[src/rtl/mem_arbiter.sv]
// mem_arbiter: shares one memory port between I and D requesters; D wins unless MEM_ARBITER_STARVE_GUARD_EN forces I.
// Grant->ready is MEM_LATENCY+1 cycles; requesters hold req until their ready pulse, which is the only backpressure.
module mem_arbiter #(
  parameter int WORD_SIZE    = 16,
  parameter int MEM_LATENCY  = 2,
  parameter int STARVE_LIMIT = 3
) (
  input  logic                 clk,
  input  logic                 reset,
  input  logic                 i_req,
  input  logic [WORD_SIZE-1:0] i_addr,
  output logic [WORD_SIZE-1:0] i_rdata,
  output logic                 i_ready,
  input  logic                 d_req,
  input  logic                 d_we,
  input  logic [WORD_SIZE-1:0] d_addr,
  input  logic [WORD_SIZE-1:0] d_wdata,
  output logic [WORD_SIZE-1:0] d_rdata,
  output logic                 d_ready,
  output logic                 m_read,
  output logic                 m_write,
  output logic [WORD_SIZE-1:0] m_addr,
  output logic [WORD_SIZE-1:0] m_wdata,
  input  logic [WORD_SIZE-1:0] m_rdata,
  output logic                 busy,
  output logic [15:0]          num_conflict
);

  typedef enum logic [2:0] {IDLE, BUSY_I, BUSY_D, RESP_I, RESP_D} state_t;

  state_t               state_q, state_d;
  logic [3:0]           lat_q, lat_d;
  logic                 we_q, we_d;
  logic [WORD_SIZE-1:0] m_addr_q, m_addr_d;
  logic [WORD_SIZE-1:0] m_wdata_q, m_wdata_d;
  logic [WORD_SIZE-1:0] i_rdata_q, i_rdata_d;
  logic [WORD_SIZE-1:0] d_rdata_q, d_rdata_d;
  logic [15:0]          conflict_q, conflict_d;
  logic                 force_i;
  logic                 grant_d_en;
  logic                 grant_i_en;
  logic                 last_beat;

  assign grant_d_en = (state_q == IDLE) && d_req && !force_i;
  assign grant_i_en = (state_q == IDLE) && i_req && !grant_d_en;
  assign last_beat  = (lat_q == 4'(MEM_LATENCY - 1));

`ifdef MEM_ARBITER_STARVE_GUARD_EN
  logic [2:0] starve_q, starve_d;

  // Only D grants that actually bypass a waiting I count towards starvation.
  assign force_i = i_req && (starve_q == 3'(STARVE_LIMIT));

  always_comb begin
    starve_d = starve_q;
    if (grant_d_en && i_req && (starve_q != 3'(STARVE_LIMIT))) begin
      starve_d = starve_q + 3'd1;
    end else if (grant_i_en) begin
      starve_d = '0;
    end
  end

  always_ff @(posedge clk or posedge reset) begin
    if (reset) starve_q <= '0;
    else       starve_q <= starve_d;
  end
`else
  logic unused_starve_limit;
  assign unused_starve_limit = (STARVE_LIMIT == 0);
  assign force_i             = 1'b0;
`endif

  always_comb begin
    state_d    = state_q;
    lat_d      = lat_q;
    we_d       = we_q;
    m_addr_d   = m_addr_q;
    m_wdata_d  = m_wdata_q;
    i_rdata_d  = i_rdata_q;
    d_rdata_d  = d_rdata_q;
    conflict_d = conflict_q;
    unique case (state_q)
      IDLE: begin
        lat_d = '0;
        if (i_req && d_req && (conflict_q != 16'hFFFF)) conflict_d = conflict_q + 16'd1;
        if (grant_d_en) begin
          state_d   = BUSY_D;
          we_d      = d_we;
          m_addr_d  = d_addr;
          m_wdata_d = d_wdata;
        end else if (grant_i_en) begin
          state_d  = BUSY_I;
          we_d     = 1'b0;
          m_addr_d = i_addr;
        end
      end
      BUSY_I: begin
        lat_d = lat_q + 4'd1;
        if (last_beat) begin
          state_d   = RESP_I;
          i_rdata_d = m_rdata;
        end
      end
      BUSY_D: begin
        lat_d = lat_q + 4'd1;
        if (last_beat) begin
          state_d = RESP_D;
          if (!we_q) d_rdata_d = m_rdata;
        end
      end
      RESP_I, RESP_D: state_d = IDLE;
      default:        state_d = IDLE;
    endcase
  end

  always_ff @(posedge clk or posedge reset) begin
    if (reset) begin
      state_q    <= IDLE;
      lat_q      <= '0;
      we_q       <= 1'b0;
      m_addr_q   <= '0;
      m_wdata_q  <= '0;
      i_rdata_q  <= '0;
      d_rdata_q  <= '0;
      conflict_q <= '0;
    end else begin
      state_q    <= state_d;
      lat_q      <= lat_d;
      we_q       <= we_d;
      m_addr_q   <= m_addr_d;
      m_wdata_q  <= m_wdata_d;
      i_rdata_q  <= i_rdata_d;
      d_rdata_q  <= d_rdata_d;
      conflict_q <= conflict_d;
    end
  end

  // Strobes decode straight from state so an async reset drops them immediately.
  assign m_read       = (state_q == BUSY_I) || ((state_q == BUSY_D) && !we_q);
  assign m_write      = (state_q == BUSY_D) && we_q;
  assign i_ready      = (state_q == RESP_I);
  assign d_ready      = (state_q == RESP_D);
  assign busy         = (state_q != IDLE);
  assign m_addr       = m_addr_q;
  assign m_wdata      = m_wdata_q;
  assign i_rdata      = i_rdata_q;
  assign d_rdata      = d_rdata_q;
  assign num_conflict = conflict_q;

endmodule

[config.mk]
export PLATFORM = sky130hd
export DESIGN_NAME = mem_arbiter
export DESIGN_NICKNAME = d
export VERILOG_FILES = /design/src/rtl/mem_arbiter.sv
export SDC_FILE = /design/constraint.sdc
export NUM_CORES = 1
export LEC_CHECK = 0
export ABC_CLOCK_PERIOD_IN_PS = 2500
export CORE_MARGIN = 8
export CORE_UTILIZATION = 39
export CTS_CLUSTER_DIAMETER = 60
export DETAILED_ROUTE_END_ITERATION = 16
export GPL_TIMING_DRIVEN = 0
export PLACE_DENSITY = 0.84
export SYNTH_ARGS = -nofsm -noshare
export SYNTH_HDL_FRONTEND = slang
export SYNTH_SLANG_ARGS = --single-unit
[constraint.sdc]
create_clock -name clk -period 2.5 [get_ports clk]
set_input_delay 0.375 -clock clk [delete_from_list [all_inputs] [get_ports clk]]
set_output_delay 0.375 -clock clk [all_outputs]
set_load 0.02 [all_outputs]
==> run_results.csv, run 1 <==
group,metric,value,unit
floorplan,io_pins,154,
layout,final_cell_mix,"clkdlybuf4s50_1 (153), dfrtp_1 (88), mux2_2 (51)",
timing,finalHoldViolCount,0,
synthesis,async_reset_ff_share,100,%
power,static-leakage-power,2.42,nW
clock_tree,clkLatencyLatePin,0.34,ns
clock_tree,hold_buffers,0,
clock_tree,clockBufferDepth,2,
layout,final_nets,534,
critical_path,required,2.12,ns
clock_tree,post-cts-setup-buffers,0,
layout,final_core_util,59.8,%
grt,grt_max_degree,37,
placed_design,placed_cell_area,0.00559,sq mm
critical_path,reg2reg_depth,8,
critical_path,critPathKind,"flip-flop to output pin",
grt,grt_pass1_wl,16400,um
route,dr.pass1.iters,4,
timing,tns,0,ns
timing,setup_viol,0,
route,routed_via_density,4.86,
critical_path,worstPathMaxFanout,10,
floorplan,start_util,39.7,%
clock_tree,cts_tree,"done",
timing,slew_headroom,63.9,%
synthesis,synth-seq-cells,88,
critical_path,worstPathArrival,1.98,ns
placed_design,io_buffers,153,
power,powerDensity,1230,mW/mm^2
placed_design,gp_congestion,0.757,
timing,drv_slew,0,
timing,fin_skew,0.00975,ns
min_path,hold_path.class,"input pin to asynchronous set/reset pin",
route,wl_per_cell,16.7,um
critical_path,critPathCaptureType,"output pin",
clock_tree,cts.sinks,88,
clock_tree,numCtsBuffers,9,
synthesis,ys.flop_type,"dfrtp_1",
synthesis,synth_edf_count,0,
clock_tree,htreeDepth,3,
synthesis,syn_avg_cell_area,13.0,sq um
critical_path,cp-start-kind,"flip-flop",
layout,design_area,0.00579,sq mm
power,ir_worst_vdd,0.537,mV
timing,finalCriticalPeriod,2.35,ns
route,ant_nets,0,
synthesis,yosysUniqueCellTypes,41,
clock_tree,cts_resized,0,
floorplan,die_x,115,um
timing,fmax,0.425,GHz
floorplan,rows,36,
grt,grt_pass1_vias,3236,
layout,drive_gt1_share,20.1,%
floorplan,core,0.00968,sq mm
layout,areaGrowthSynthToFinish,50.6,%
route,drc_errors,0,
layout,antenna_cells,0,
floorplan,fp.dieH,115,um
floorplan,dieArea,0.0133,sq mm
layout,final_common_cell,"clkdlybuf4s50_1",
synthesis,syn_nets,368,
route,finalWirelength,10000,um
placed_design,dp_hpwl,7990,um
outcome,outcome,"completed",
grt,grt_usage,15.5,%
route,drtIter0Drc,88,
clock_tree,clkSlewWorstSetupHoldPaths,0.10,ns
timing,rsz0062_at_grt,"no",
synthesis,yosys_warnings,0,
route,vias,2914,
synthesis,synth_area,0.00385,sq mm
clock_tree,clockRootBuffer,"clkbuf_8",
grt,grt_remaining_overflow,0,
grt,antenna_found_initial,0,
synthesis,yosysSeqAreaShare,57.2,%
synthesis,syn_inst,296,
timing,worst_pin_slew,0.541,ns
timing,post-route-period-util,94.1,%
job,drv_cap,0,
[layout make-up]
| class | count | area [sq um] |
|---|---|---|
| Buffer | 13 | 86.3 |
| Clock buffer | 10 | 138 |
| Clock inverter | 6 | 67.6 |
| Fill cell | 784 | 3890 |
| Inverter | 5 | 22.5 |
| Multi-Input combinational cell | 190 | 1540 |
| Sequential cell | 88 | 2200 |
| Tap cell | 133 | 166 |
| Timing Repair Buffer | 155 | 1570 |
[synthesized netlist by cell type (2+ instances only)]
master	instances	share of area (%)
dfrtp_1	88	57
mux2_2	51	15
nor2_1	26	2.5
a21oi_1	18	2.3
mux2i_1	18	4.7
xor2_1	12	2.7
nor3_1	9	1.2
nand2_1	7	0.68
nand3_1	7	0.91
buf_2	6	0.78
inv_1	5	0.49
buf_4	4	0.78
and2_1	3	0.49
ha_1	3	0.98
nand4_1	3	0.49
nor4_1	3	0.49
buf_6	2	0.59
nand2b_1	2	0.33
nand4_4	2	1.1
nor2_2	2	0.33
nor3b_2	2	0.65
nor4_2	2	0.65
nor4b_2	2	0.78
or3_1	2	0.33
[kinds of logic after synthesis]
group           Yosys count  share of synthesized area [%]
xor+xnor                 13                           2.96
simple gates             78                           12.4
fa+ha+maj                 4                           1.24
flops                    88                           57.2
mux                      69                           19.6
buf+inv                  18                           2.73
compound gates           26                           3.84
[state kept, by name (all words and copies together) (netlist names)]
name / cells
d_rdata: 16
i_rdata: 16
m_addr: 16
m_wdata: 16
num_conflict: 16
lat_q: 4
state_q: 3
we_q: 1
[where the power goes]
part	switching, mW	total, mW	internal (mW)
sequential	0.379	2.43	2.05
clock	0.514	1.01	0.493
combinational	1.80	3.68	1.88
total	2.70	7.12	4.42
[final timing paths]
| path | start | end | slack, ns |
|---|---|---|---|
| worst max-delay path | state_q[2] | d_ready | 0.15 |
| worst min-delay path | reset | m_wdata[15] | 0.44 |
| worst max register to register | lat_q[1] | d_rdata[5] | 0.47 |
| worst min register to register | num_conflict[8] | num_conflict[8] | 0.50 |
| max in group asynchronous | reset | m_addr[9] | 1.50 |
| min in group clk | num_conflict[8] | num_conflict[8] | 0.50 |
[layer usage]
layer	global-route usage (%)	part of all wire, %
met4	4.99	1.4
met5	0	0
met3	4.99	6.4
met1	17.7	42
met2	26.8	51
[critical path: stages (launching register included)]
cell and delay, ns:
dfrtp_1 0.48, clkbuf_1 0.36, and2_1 0.19, clkdlybuf4s50_1 0.62
[metrics by stage]
| step | hold slack [ns] | total power [mW] | setup WS [ns] | std cells |
|---|---|---|---|---|
| floorplan | 0.492 | 4.43 | 0.664 | 296 |
| global placement | 0.486 | 6.05 | 0.181 | 582 |
| detailed placement | 0.489 | 6.20 | 0.365 | 584 |
| CTS | 0.431 | 7.22 | 0.126 | 600 |
| global route | 0.445 | 7.54 | 0.0114 | 600 |
| finish | 0.441 | 7.12 | 0.148 | 600 |
Note: power is estimated with default switching activity, not from simulation.
==> run 2, diff against run 1 <==
==> config.mk (replaced) <==
export PLATFORM = sky130hd
export DESIGN_NAME = mem_arbiter
export DESIGN_NICKNAME = d
export VERILOG_FILES = /design/src/rtl/mem_arbiter.sv
export SDC_FILE = /design/constraint.sdc
export NUM_CORES = 1
export LEC_CHECK = 0
export ABC_AREA = 0
export ABC_CLOCK_PERIOD_IN_PS = 2290
export CORE_MARGIN = 8
export CORE_UTILIZATION = 43
export CTS_CLUSTER_DIAMETER = 60
export DETAILED_ROUTE_END_ITERATION = 16
export GPL_TIMING_DRIVEN = 0
export PLACE_DENSITY = 0.88
export SYNTH_ARGS = -nofsm -noshare
export SYNTH_HDL_FRONTEND = slang
export SYNTH_SLANG_ARGS = --single-unit
==> constraint.sdc (replaced) <==
create_clock -name clk -period 2.29 [get_ports clk]
set_input_delay 0.3435 -clock clk [delete_from_list [all_inputs] [get_ports clk]]
set_output_delay 0.3435 -clock clk [all_outputs]
set_load 0.02 [all_outputs]
==> run 2 against run 1 <==
Net effect:
- register-to-register slack worse by 0.26 ns
- flip-flop and latch count stayed put
- routed wire length is 2.0% higher
- global-route usage is 1.3 points higher
- critical path type unchanged
- largest cell class unchanged
==> run_results.csv, run 2 (same netlist as run 1, synthesis figures left out) <==
group,metric,value,unit
outcome,outcome,"completed",
floorplan,dieArea,0.0122,sq mm
route,drtIter0Drc,82,
grt,antenna_found_initial,0,
timing,hold_ws,0.396,ns
placed_design,dp_hpwl,8030,um
route,wl_per_cell,17.8,um
placed_design,post-place-ws,0.209,ns
clock_tree,cts_resized,1,
timing,finalHoldViolCount,0,
power,ir_worst_vdd,0.871,mV
layout,antenna_cells,0,
timing,post-route-period-util,92.5,%
clock_tree,clkLatencyLatePin,0.34,ns
grt,grt_usage,16.8,%
critical_path,worstPathArrival,1.77,ns
timing,slew_headroom,65.3,%
timing,fin_skew,0.0138,ns
route,dr.pass1.iters,4,
layout,final_nets,534,
timing,fmax,0.472,GHz
power,intPower,5.04,mW
clock_tree,clockBufferDepth,2,
layout,multi_input_area,0.00154,sq mm
critical_path,critPathKind,"flip-flop to output pin",
clock_tree,clockRootBuffer,"clkbuf_8",
route,drc_errors,0,
layout,drive_gt1_share,20.6,%
placed_design,place_inst,559,
timing,drv_slew,0,
job,drv_cap,0,
layout,areaGrowthSynthToFinish,51.3,%
power,powerDensity,1370,mW/mm^2
clock_tree,cts_tree,"done",
layout,fillCellCount,646,
timing,worst_pin_slew,0.519,ns
timing,setup_viol,0,
grt,grt_remaining_overflow,0,
timing,fin_ws,0.172,ns
clock_tree,htreeDepth,3,
floorplan,core,0.00872,sq mm
critical_path,cp-start-kind,"flip-flop",
floorplan,start_util,44.1,%
power,clock_power_share,16.5,%
power,static-leakage-power,2.50,nW
critical_path,path_cells,"clkbuf_2 -> nor2_1 -> clkdlybuf4s50_1",
critical_path,worstPathMaxFanout,10,
critical_path,critPathCaptureType,"output pin",
grt,grt_pass1_vias,3151,
grt,grt_pass1_wl,16800,um
power,combPwrFrac,50.5,%
power,p_sw,2.96,mW
critical_path,required,1.95,ns
timing,rsz0062_at_grt,"no",
power,power.total,8.00,mW
route,vias,2922,
power,power_frac_seq,33.0,%
layout,seq_area,0.00220,sq mm
floorplan,die_x,111,um
clock_tree,numCtsBuffers,9,
route,ant_nets,0,
floorplan,rows,34,
placed_design,gp_congestion,0.762,
layout,final_cell_mix,"clkdlybuf4s50_1 (149), dfrtp_1 (87), mux2_2 (51)",
critical_path,slowest_delay,0.63,ns
min_path,hold_path.class,"input pin to asynchronous set/reset pin",
timing,finalCriticalPeriod,2.12,ns
placed_design,io_buffers,153,
grt,grt_max_degree,39,
critical_path,slowest_stage,"clkdlybuf4s50_1",
timing,tns,0,ns
power,switching_share,37.0,%
clock_tree,post-cts-setup-buffers,0,
floorplan,fp.dieH,111,um
clock_tree,hold_buffers,0,
layout,stdcell_count,575,
clock_tree,cts.sinks,88,
floorplan,io_pins,154,
clock_tree,clkSlewWorstSetupHoldPaths,0.09,ns
route,routed_via_density,5.08,
layout,final_common_cell,"clkdlybuf4s50_1",
route,finalWirelength,10300,um
==> run 2: cell count changes in the layout (fill, tap and decap cells not counted), sizes merged <==
cell	change
bufinv	+2
clkdlybuf4s50	-4
clkinv	-1
clkinvlp	-1
dlymetal6s2s	+4
==> run 2: power by group through the flow <==
| stage | clock network (mW) | registers, mW | logic, mW |
|---|---|---|---|
| 4_1_cts | 1.35 | 2.64 | 4.11 |
| 5_1_grt | 1.41 | 2.74 | 4.29 |
| 3_5_place_dp | 0 | 2.67 | 4.09 |
| 2_1_floorplan | 0 | 3.40 | 1.44 |
| 6_report | 1.32 | 2.64 | 4.04 |
| 3_3_place_gp | 0 | 2.62 | 3.98 |
==> run 2: cell type report <==
class	count	area share (%)
inverters	5	0.387
multi-input cells	190	26.5
repair buffers	155	27.2
flip-flops and latches	88	37.8
clock inverters	6	1.98
clock buffers	10	2.36
well taps	108	2.32
plain buffers	13	1.50
==> run 2: critical path, delay by kind of cell, from the launching register on <==
family	cells	cell delay (ns)
AND/OR/NAND/NOR	1	0.14
buffers and inverters	2	0.83
flip-flops	1	0.46
==> run 2: path summary, 6_finish.rpt <==
check | start | to | slack [ns] | cells after the start
setup / recovery | state_q[2] | i_ready | 0.17 | 3
hold / removal | reset | i_rdata[1] | 0.40 | 2
setup reg to reg | lat_q[1] | d_rdata[3] | 0.21 | 8
hold reg to reg | d_rdata[1] | d_rdata[1] | 0.51 | 1
max in group asynchronous | reset | state_q[2] | 1.33 | 3
min in group clk | d_rdata[1] | d_rdata[1] | 0.51 | 1
==> run 2: through the flow <==
step / area [sq um] / util, %
after floorplan: 3850 / -
after global placement: 5520 / 63.3
after detailed placement: 5560 / 63.7
after CTS: 5810 / 66.6
after global routing: 5820 / 66.8
final: 5820 / 66.8
==> run 2: metal layers <==
layer  vias up  track usage [%]  wire (um)
met4         0             4.41         79
li1       1381                -          -
met1      1464             18.6       3970
met5         -                0          0
met3         6             4.60        441
met2        71             30.6       5760
